File: src/rtl/wb_uart_tx_pkg.sv
// -----------------------------------------------------------------------------
// wb_uart_tx_pkg
// Purpose : shared constants for the Wishbone UART transmitter slice:
//           bus widths, register word indices, STATUS bit positions and the
//           TX state encoding.
// Ports   : none (package).
// Config  : the CTRL register index is only decoded when WB_UART_TX_IRQ_EN
//           is defined; the constant is always present.
// -----------------------------------------------------------------------------
package wb_uart_tx_pkg;

   localparam int ADR_WIDTH = 32;
   localparam int DAT_WIDTH = 64;
   localparam int SEL_WIDTH = 8;

   // Word indices, decoded from adr_i[11:3]
   localparam logic [8:0] REG_TXDATA  = 9'd0;
   localparam logic [8:0] REG_STATUS  = 9'd1;
   localparam logic [8:0] REG_BAUDDIV = 9'd2;
   localparam logic [8:0] REG_CTRL    = 9'd3;

   // STATUS bit positions
   localparam int STAT_BUSY      = 0;
   localparam int STAT_FULL      = 1;
   localparam int STAT_EMPTY     = 2;
   localparam int STAT_LEVEL_LSB = 8;

   typedef enum logic [1:0] {
      ST_IDLE  = 2'd0,
      ST_START = 2'd1,
      ST_DATA  = 2'd2,
      ST_STOP  = 2'd3
   } tx_state_t;

endpackage

File: src/rtl/wb_uart_tx_fifo.sv
// -----------------------------------------------------------------------------
// wb_uart_tx_fifo
// Purpose : synchronous byte FIFO holding bytes waiting to be serialised.
//           Push and pop in the same cycle both take effect; a push while
//           full or a pop while empty is ignored.
// Ports   : clk_i, rst_n_i (async active-low)
//           push, din[7:0]      write side
//           pop,  dout[7:0]     read side, dout shows the head entry
//           level, full, empty  occupancy, all from registered state
// -----------------------------------------------------------------------------
module wb_uart_tx_fifo
   import wb_uart_tx_pkg::*;
#(
   parameter int DEPTH = 16
) (
   input  logic                       clk_i,
   input  logic                       rst_n_i,
   input  logic                       push,
   input  logic                       pop,
   input  logic [7:0]                 din,
   output logic [7:0]                 dout,
   output logic [$clog2(DEPTH):0]     level,
   output logic                       full,
   output logic                       empty
);

   localparam int AW = $clog2(DEPTH);

   logic [7:0]    mem [DEPTH];
   logic [AW-1:0] wr_ptr;
   logic [AW-1:0] rd_ptr;
   logic          do_push;
   logic          do_pop;

   assign full    = (level == (AW+1)'(DEPTH));
   assign empty   = (level == '0);
   assign do_push = push & ~full;
   assign do_pop  = pop & ~empty;
   assign dout    = mem[rd_ptr];

   // Storage has no reset; only the pointers and level define validity.
   always_ff @(posedge clk_i) begin
      if (do_push) begin
         mem[wr_ptr] <= din;
      end
   end

   // Pointers are AW bits wide so they wrap modulo DEPTH by themselves.
   always_ff @(posedge clk_i or negedge rst_n_i) begin
      if (!rst_n_i) begin
         wr_ptr <= '0;
         rd_ptr <= '0;
         level  <= '0;
      end else begin
         if (do_push) begin
            wr_ptr <= wr_ptr + 1'b1;
         end
         if (do_pop) begin
            rd_ptr <= rd_ptr + 1'b1;
         end
         if (do_push && !do_pop) begin
            level <= level + 1'b1;
         end else if (do_pop && !do_push) begin
            level <= level - 1'b1;
         end
      end
   end

endmodule

File: src/rtl/wb_uart_tx.sv
// -----------------------------------------------------------------------------
// wb_uart_tx
// Purpose : Wishbone classic slave fronting an 8N1 UART transmitter with a
//           byte FIFO. Registers: TXDATA (W), STATUS (R), BAUDDIV (RW) and,
//           with WB_UART_TX_IRQ_EN defined, CTRL (RW) plus the irq_o output.
// Ports   : clk_i, rst_n_i (async active-low)
//           cyc_i, stb_i, we_i, adr_i, dat_i, sel_i   bus request
//           dat_o, ack_o, err_o                       bus response (registered)
//           txd_o                                     serial line, idle high
//           irq_o (WB_UART_TX_IRQ_EN only)            FIFO drained and idle
// -----------------------------------------------------------------------------
module wb_uart_tx
   import wb_uart_tx_pkg::*;
#(
   parameter int FIFO_DEPTH  = 16,
   parameter int DEFAULT_DIV = 433
) (
   input  logic                 clk_i,
   input  logic                 rst_n_i,
   input  logic                 cyc_i,
   input  logic                 stb_i,
   input  logic                 we_i,
   input  logic [ADR_WIDTH-1:0] adr_i,
   input  logic [DAT_WIDTH-1:0] dat_i,
   input  logic [SEL_WIDTH-1:0] sel_i,
   output logic [DAT_WIDTH-1:0] dat_o,
   output logic                 ack_o,
   output logic                 err_o,
   output logic                 txd_o
`ifdef WB_UART_TX_IRQ_EN
   ,
   output logic                 irq_o
`endif
);

   localparam int          LVL_W     = $clog2(FIFO_DEPTH) + 1;
   localparam logic [15:0] RESET_DIV = 16'(DEFAULT_DIV);

   logic                 req;
   logic [8:0]           idx;
   logic                 resp_ack;
   logic                 resp_err;
   logic [DAT_WIDTH-1:0] rd_data;
   logic                 wr_push;
   logic                 wr_baud;
   logic [15:0]          baud_div;

   logic [LVL_W-1:0]     fifo_level;
   logic                 fifo_full;
   logic                 fifo_empty;
   logic [7:0]           fifo_dout;

   tx_state_t            tx_state;
   logic [15:0]          cnt;
   logic [15:0]          div_lat;
   logic [2:0]           bit_idx;
   logic [7:0]           shift;
   logic                 bit_done;
   logic                 tx_pop;
   logic                 busy;

`ifdef WB_UART_TX_IRQ_EN
   logic                 wr_ctrl;
   logic                 ctrl_irq_en;
`endif

   // Address bits outside [11:3], upper data lanes and upper selects are
   // deliberately ignored by this slave.
   logic unused_bits;
   assign unused_bits = &{1'b0, adr_i[ADR_WIDTH-1:12], adr_i[2:0],
                          dat_i[DAT_WIDTH-1:16], sel_i[SEL_WIDTH-1:2]};

   // A request already answered must not be answered again while the
   // response is still on the bus.
   assign req  = cyc_i & stb_i & ~ack_o & ~err_o;
   assign idx  = adr_i[11:3];
   assign busy = (tx_state != ST_IDLE);

   // Full is the registered level, so a pop in the same cycle does not
   // rescue a write to a full FIFO.
   always_comb begin
      resp_ack = 1'b0;
      resp_err = 1'b0;
      rd_data  = '0;
      wr_push  = 1'b0;
      wr_baud  = 1'b0;
`ifdef WB_UART_TX_IRQ_EN
      wr_ctrl  = 1'b0;
`endif
      if (req) begin
         case (idx)
            REG_TXDATA: begin
               if (!we_i) begin
                  resp_err = 1'b1;
               end else if (sel_i[0] && fifo_full) begin
                  resp_err = 1'b1;
               end else begin
                  resp_ack = 1'b1;
                  wr_push  = sel_i[0];
               end
            end
            REG_STATUS: begin
               if (we_i) begin
                  resp_err = 1'b1;
               end else begin
                  resp_ack                       = 1'b1;
                  rd_data[STAT_BUSY]             = busy;
                  rd_data[STAT_FULL]             = fifo_full;
                  rd_data[STAT_EMPTY]            = fifo_empty;
                  rd_data[STAT_LEVEL_LSB +: 8]   = 8'(fifo_level);
               end
            end
            REG_BAUDDIV: begin
               resp_ack = 1'b1;
               if (we_i) begin
                  wr_baud = 1'b1;
               end else begin
                  rd_data[15:0] = baud_div;
               end
            end
`ifdef WB_UART_TX_IRQ_EN
            REG_CTRL: begin
               resp_ack = 1'b1;
               if (we_i) begin
                  wr_ctrl = 1'b1;
               end else begin
                  rd_data[0] = ctrl_irq_en;
               end
            end
`endif
            default: resp_err = 1'b1;
         endcase
      end
   end

   // Bus response and BAUDDIV; dat_o carries data only alongside ack_o.
   always_ff @(posedge clk_i or negedge rst_n_i) begin
      if (!rst_n_i) begin
         ack_o    <= 1'b0;
         err_o    <= 1'b0;
         dat_o    <= '0;
         baud_div <= RESET_DIV;
      end else begin
         ack_o <= resp_ack;
         err_o <= resp_err;
         dat_o <= rd_data;
         if (wr_baud) begin
            if (sel_i[0]) begin
               baud_div[7:0] <= dat_i[7:0];
            end
            if (sel_i[1]) begin
               baud_div[15:8] <= dat_i[15:8];
            end
         end
      end
   end

`ifdef WB_UART_TX_IRQ_EN
   // Interrupt when enabled and there is nothing left to send.
   always_ff @(posedge clk_i or negedge rst_n_i) begin
      if (!rst_n_i) begin
         ctrl_irq_en <= 1'b0;
         irq_o       <= 1'b0;
      end else begin
         if (wr_ctrl && sel_i[0]) begin
            ctrl_irq_en <= dat_i[0];
         end
         irq_o <= ctrl_irq_en & fifo_empty & ~busy;
      end
   end
`endif

   wb_uart_tx_fifo #(
      .DEPTH (FIFO_DEPTH)
   ) u_fifo (
      .clk_i   (clk_i),
      .rst_n_i (rst_n_i),
      .push    (wr_push),
      .pop     (tx_pop),
      .din     (dat_i[7:0]),
      .dout    (fifo_dout),
      .level   (fifo_level),
      .full    (fifo_full),
      .empty   (fifo_empty)
   );

   // A byte is fetched either from idle or in the last stop-bit cycle, which
   // lets consecutive frames run with no idle gap.
   assign bit_done = (cnt == div_lat);
   assign tx_pop   = ~fifo_empty &
                     ((tx_state == ST_IDLE) | ((tx_state == ST_STOP) & bit_done));

   // TX state machine. The divisor is latched per frame so a BAUDDIV write
   // mid-frame only affects the next frame.
   always_ff @(posedge clk_i or negedge rst_n_i) begin
      if (!rst_n_i) begin
         tx_state <= ST_IDLE;
         txd_o    <= 1'b1;
         cnt      <= '0;
         div_lat  <= '0;
         bit_idx  <= '0;
         shift    <= '0;
      end else begin
         case (tx_state)
            ST_IDLE: begin
               if (tx_pop) begin
                  shift    <= fifo_dout;
                  div_lat  <= baud_div;
                  cnt      <= '0;
                  txd_o    <= 1'b0;
                  tx_state <= ST_START;
               end
            end
            ST_START: begin
               if (bit_done) begin
                  cnt      <= '0;
                  bit_idx  <= '0;
                  txd_o    <= shift[0];
                  tx_state <= ST_DATA;
               end else begin
                  cnt <= cnt + 1'b1;
               end
            end
            ST_DATA: begin
               if (bit_done) begin
                  cnt <= '0;
                  if (bit_idx == 3'd7) begin
                     txd_o    <= 1'b1;
                     tx_state <= ST_STOP;
                  end else begin
                     bit_idx <= bit_idx + 1'b1;
                     shift   <= {1'b0, shift[7:1]};
                     txd_o   <= shift[1];
                  end
               end else begin
                  cnt <= cnt + 1'b1;
               end
            end
            ST_STOP: begin
               if (bit_done) begin
                  cnt <= '0;
                  if (tx_pop) begin
                     shift    <= fifo_dout;
                     div_lat  <= baud_div;
                     txd_o    <= 1'b0;
                     tx_state <= ST_START;
                  end else begin
                     tx_state <= ST_IDLE;
                  end
               end else begin
                  cnt <= cnt + 1'b1;
               end
            end
            default: begin
               txd_o    <= 1'b1;
               tx_state <= ST_IDLE;
            end
         endcase
      end
   end

endmodule

File: config.mk
export PLATFORM = sky130hd
export DESIGN_NAME = wb_uart_tx
export DESIGN_NICKNAME = d
export VERILOG_FILES = /design/src/rtl/wb_uart_tx_pkg.sv /design/src/rtl/wb_uart_tx_fifo.sv /design/src/rtl/wb_uart_tx.sv
export SDC_FILE = /design/constraint.sdc
export NUM_CORES = 1
export LEC_CHECK = 0
export ABC_AREA = 1
export BUFFER_PORTS_ARGS = -buffer_cell sky130_fd_sc_hd__buf_2
export CAP_MARGIN = 40
export CORE_ASPECT_RATIO = 0.9
export CORE_MARGIN = 3
export CORE_UTILIZATION = 49
export DETAILED_ROUTE_END_ITERATION = 8
export GPL_TIMING_DRIVEN = 1
export HOLD_SLACK_MARGIN = 0.12
export PLACE_DENSITY = 0.71
export SETUP_SLACK_MARGIN = 0.02
export SYNTH_ARGS = -nofsm -noshare
export SYNTH_HDL_FRONTEND = slang
export SYNTH_SLANG_ARGS = --single-unit
File: constraint.sdc
create_clock -name clk_i -period 5.4 [get_ports clk_i]
set_input_delay 1.08 -clock clk_i [delete_from_list [all_inputs] [get_ports clk_i]]
set_output_delay 1.08 -clock clk_i [all_outputs]
set_load 0.005 [all_outputs]
Word-level counts from Yosys, hierarchy flattened. Memory sizes are Yosys's and may differ from the RTL's. Cells that the tools add are included. W data, S select, Z words.

Add/sub/neg operators: 6. Eq/ne operators: 14. Mux-type cells: 55. Bitwise logic cells: 12. Reductions and logical operators: 21.

Operators by type and width (number): $mux W16 (6); $pmux W16 S2 (2); $mux W8 (4); $pmux W8 S3 (1); $mux W1 (22); $mux W5 (4); $add A16 B1 Y16 const B (1); $eq A16 B16 Y1 (1); $pmux W8 S2 (1); $mux W3 (4); $pmux W3 S2 (2); $mux W2 (5); $ne A2 B2 Y1 const B (5); $eq A9 B1 Y1 const B (1); $eq A9 B2 Y1 const B (1); $logic_not A9 Y1 (1); $add A4 B1 Y4 const B (2); $pmux W2 S4 (1); $reduce_and A4 Y1 (2); $reduce_bool A2 Y1 (4); $and A1 B1 Y1 (7); $pmux W1 S3 (2); $reduce_and A2 Y1 (3); $add A5 B1 Y5 const B (1); 18 further kinds (25).

Register bits: 93. Bits in writable memories: 128. Input port bits: 109. Word-level logic and storage cells: 123. Memories kept: 1.

Memory list: u_fifo.mem (depth 16, width 8, read ports 1, clocked after memory_dff 0, write ports 1, line wb_uart_tx_fifo.sv:29) `logic [7:0] mem [DEPTH];`.

Depth between registers and ports, before layout.
Depth after elaboration: 11. Mapped depth: 19. Mapped depth without buffers: 19.

Hierarchy. Synthesis repeated with hierarchy kept, for this count alone.

Cell total of the unflattened synthesis: 1155. Area total of the unflattened synthesis: 10681.5 um2.

By module, submodules not included: wb_uart_tx_fifo (instances 1, cells each 620, area each 6223.5 um2); wb_uart_tx (instances 1, cells each 535, area each 4458.0 um2).

Worst setup path after synthesis. No wires, ideal clock.

Path type: input port to flip-flop. From: input port adr_i[7]. To: register u_fifo.level[4]. Arrival: 3.095 ns. Setup slack: 2.180 ns. Stages: 15. Buffers on the path: 0. Path through: nor2_1 > nand2_1 > nor3_2 > nand3_1 > nor2_2 > ha_1 > inv_1 > fa_1 > a21oi_1 > nor2_1 > nor2_1 > nand2_1 > nand2_1 > nor2_1 > xor2_1.

Longest elaborated chain between the ends: 7. Elaborated cells between the ends (all ways): 9. Those cells by class: 3 x mux; 1 x bitwise; 5 x reduce/logical.

RTL lines: from (decl) (line wb_uart_tx.sv:23) `input logic [ADR_WIDTH-1:0] adr_i,`; $logic_not A9 Y1 * (line wb_uart_tx.sv:91) `case (idx)`; $mux W1 * (line wb_uart_tx.sv:91); $mux W1 * (line wb_uart_tx.sv:90) `if (req) begin`; $and A1 B1 Y1 * (line wb_uart_tx_fifo.sv:37) `assign do_push = push & ~full;`; via u_fifo.do_push (line wb_uart_tx_fifo.sv:32) `logic do_push;`; $logic_not A1 Y1 (line wb_uart_tx_fifo.sv:63) `end else if (do_pop && !do_push) begin`; $logic_and A1 B1 Y1 (line wb_uart_tx_fifo.sv:63); $reduce_bool A2 Y1 (no source line); to (signal assigned) (line wb_uart_tx_fifo.sv:62) `level <= level + 1'b1;`; to (signal assigned) (line wb_uart_tx_fifo.sv:64) `level <= level - 1'b1;`; to (decl) (line wb_uart_tx_fifo.sv:22) `output logic [$clog2(DEPTH):0] level,`.

The timed path passes the listed nets; every way through them passes the cells marked *. A chain may end at the register's enable or synchronous reset.

Worst setup path in the final report. Ends and elaborated chain as after synthesis.

==> results_dict.tcl <==
set metrics [dict create \
    antenna_found_initial 0 \
    hp-start "shift[7]" \
    fin_total_pwr_w 0.00530 \
    multiInputGateArea_sq_um 3420 \
    placed_cell_area_sq_um 10600 \
    grt_pass1_vias 6602 \
    ys_ff_latch 221 \
    clockPowerShare_pct 29.5 \
    ioPinCount 176 \
    setup_violations 0 \
    clk_pin_slew_ns 0.06 \
    n_fill_cell 1687 \
    synth_area_leaders "edfxtp_1, dfrtp_1, nor2_1" \
    grt_max_degree 69 \
    reg2reg_slack_ns 2.54 \
    seqPwrFrac_pct 38.6 \
    r2r-start "err_o" \
    fin_skew_ns 0.0136 \
    drt_iter0_drc 615 \
    pwr-share-comb_pct 31.9 \
    tightest_slew_ns 0.855 \
    rsz0062_at_grt "false" \
    yosysSeqAreaShare_pct 60.4 \
    fp.dieW_um 158 \
    clkLatencyLatePin_ns 0.52 \
    tns_ns 0 \
    r2r_cells 14 \
    place.gp.congestion 0.806 \
    syn_avg_cell_area_sq_um 9.86 \
    switching_share_pct 36.0 \
    worstSetupPathType "input port to flop" \
    post-route-period-util_pct 59.0 \
    end_kind "flop" \
    cts_resized 0 \
    layout_min_cycle_time_ns 3.19 \
    hp-class "flop to flop" \
    max_cap_viol_count 0 \
    synthCells 1038 \
    drtAntennaViolNets 0 \
    drc 0 \
    routed_wirelength_um 21600 \
    intPower_w 0.00339 \
    dp.final_hpwl_um 13800 \
    fin_ws_ns 2.21 \
    yosysUniqueCellTypes 43 \
    cts_buffers 23 \
    ys_warn_count 0 \
    wire_per_inst_um 15.9 \
    yosysTopAreaCell "edfxtp_1" \
    start_util_pct 50.6 \
    powerDensity_nw_per_um2 468 \
    hold_viol_final 0 \
    drt-pass1-iter-count 6 \
    drive_above_1_share_pct 13.1 \
    postCtsSetupRepairBufs 0 \
    track_usage_pct 19.5 \
    dp_slack_ns 1.73 \
    dieArea_sq_um 22700 \
    ys_top_cells_by_count "nor2_1, nand2_1, edfxtp_1, dfrtp_1, o21ai_0" \
    switching_power_w 0.00191 \
    row_count 49 \
    ir_drop_mv 0.446 \
    ctsHoldBuffers 0 \
    yosysMostFrequentCell "nor2_1" \
    regArea_sq_um 6180 \
    start_kind "input port" \
    synth_area_sq_um 10200 \
    synth_edf_count 128 \
    die_h_um 143 \
    synth_async_sr_flop_share_pct 42.1 \
    slew_headroom_pct 42.8 \
    cts_root_buf "clkbuf_16" \
    cp.arrival_ns 3.58 \
    ys.flop_type "edfxtp_1" \
    fin_area_sq_um 11300 \
    min_to "shift[7]" \
    clkSinkCount 221 \
    path_max_fanout 10 \
    hold_depth 2 \
    nets 1213 \
    grt_overflow 0 \
    core_area_sq_um 20200 \
    timing.fmax_mhz 314 \
    drv_slew 0 \
    area_delta_synth_final_pct 10.5 \
    h-tree-depth 1 \
    clk_path_buf_depth 3 \
    vias_per_cell 5.23 \
    yosysTopAreaCellShare_pct 37.5 \
    vias 7109 \
    cts_tree "yes" \
    worstPathRequired_ns 5.80 \
    insertedDiodeCount 0 \
    power_leakage_nw 4.80 \
    grt_pass1_wl_um 34800 \
    io_buffers 50 \
    r2r_end "u_fifo.level[4]" \
    status "completed" \
]
[cells by family (layout without fill, tap and decap cells)]
family | Yosys count | in the layout | synth area share, %
AOI/OAI and AO/OA | 130 | 130 | 7.08
xor gates and xnor gates | 10 | 10 | 0.856
adders and majority gates | 18 | 18 | 2.27
buffers and inverters | 161 | 179 | 7.98
DFF | 221 | 221 | 60.4
muxes | 16 | 16 | 1.76
other | 1 | 48 | 0.0366
and+or+nand+nor | 481 | 481 | 19.7
[worst max-delay path by stage]
stage	startpoint	slack [ns]	to	cells after the start
after floorplan	adr_i[7]	2.18	u_fifo.level[4]	15
after global placement	adr_i[7]	1.75	u_fifo.level[4]	16
after detailed placement	adr_i[7]	1.73	u_fifo.level[4]	16
after CTS	adr_i[7]	2.26	u_fifo.level[4]	16
after global routing	adr_i[7]	2.04	u_fifo.level[4]	16
final	adr_i[7]	2.21	u_fifo.level[4]	16
[worst max-delay path, cell delays in order]
cell     delay [ns]
buf_2          0.09
nor2_1         0.10
nand2_1        0.07
nor3_2         0.20
nand3_1        0.18
nor2_2         0.43
ha_1           0.28
inv_1          0.11
fa_1           0.42
a21oi_1        0.15
nor2_1         0.05
nor2_1         0.11
nand2_1        0.07
nand2_1        0.06
nor2_1         0.05
xor2_1         0.13
[power groups by stage]
stage	clock (W)	combinational (W)	sequential (W)
2_1_floorplan	0	0.00131	0.00203
3_3_place_gp	0	0.00160	0.00207
3_5_place_dp	0	0.00168	0.00207
4_1_cts	0.00159	0.00169	0.00204
5_1_grt	0.00168	0.00193	0.00207
6_report	0.00156	0.00169	0.00205
[placed cells by master (no fill, tap or decap), types with 2 or more instances in the layout]
cell type | netlist | routed
o21ai_1 | 5 | 5
nor4_1 | 2 | 2
inv_1 | 70 | 70
o211ai_1 | 5 | 5
nor3_1 | 19 | 19
conb_1 | 1 | 48
dfrtp_1 | 87 | 86
buf_2 | 11 | 49
nand2_1 | 185 | 185
buf_4 | 51 | 5
nand3_1 | 62 | 62
inv_2 | 8 | 8
nand2_2 | 5 | 5
nand4_1 | 12 | 12
mux2_2 | 16 | 16
clkbuf_1 | 15 | 5
a21oi_1 | 29 | 29
nand4_2 | 2 | 2
clkinv_2 | 0 | 4
clkbuf_8 | 0 | 6
clkinv_1 | 3 | 4
clkbuf_16 | 0 | 23
xor2_1 | 9 | 9
nor2_1 | 186 | 186
o22ai_1 | 3 | 3
dfstp_2 | 6 | 6
ha_1 | 17 | 17
a211oi_1 | 2 | 2
nor2_2 | 3 | 3
edfxtp_1 | 128 | 128
o21ai_2 | 6 | 6
o21ai_0 | 75 | 75
[stage by stage]
step	std cells	hold WS [ns]	utilization [%]
final	1358	0.480	55.9
after CTS	1358	0.480	55.9
after floorplan	1085	0.442	-
after global placement	1313	0.459	51.9
after global routing	1358	0.504	55.9
after detailed placement	1316	0.465	52.2
[routing by layer]
| layer | global-route usage (%) | part of all wire, % | vias to the layer above |
|---|---|---|---|
| met4 | 4.30 | 1.6 | 0 |
| met5 | 0 | 0 | - |
| met1 | 29.9 | 48 | 3378 |
| met2 | 29.4 | 44 | 241 |
| met3 | 3.21 | 6.7 | 29 |
| li1 | - | - | 3461 |
[state kept, by name, summed over array words and instances (netlist names)]
name	count
err_o	1
dat_o	16
u_fifo.wr_ptr	4
u_fifo.mem	128
u_fifo.rd_ptr	4
shift	8
baud_div	16
bit_idx	3
cnt	16
div_lat	16
tx_state	2
txd_o	1
u_fifo.level	5
ack_o	1
[area by class of cell]
class	instances	share of cell area, %
Timing Repair Buffer	56	2.92
Tap cell	255	2.82
Clock inverter	8	0.730
Multi-Input combinational cell	703	30.2
Inverter	81	2.69
Sequential cell	221	54.6
Clock buffer	34	5.98
No activity file was read; power rests on OpenSTA's default activity.
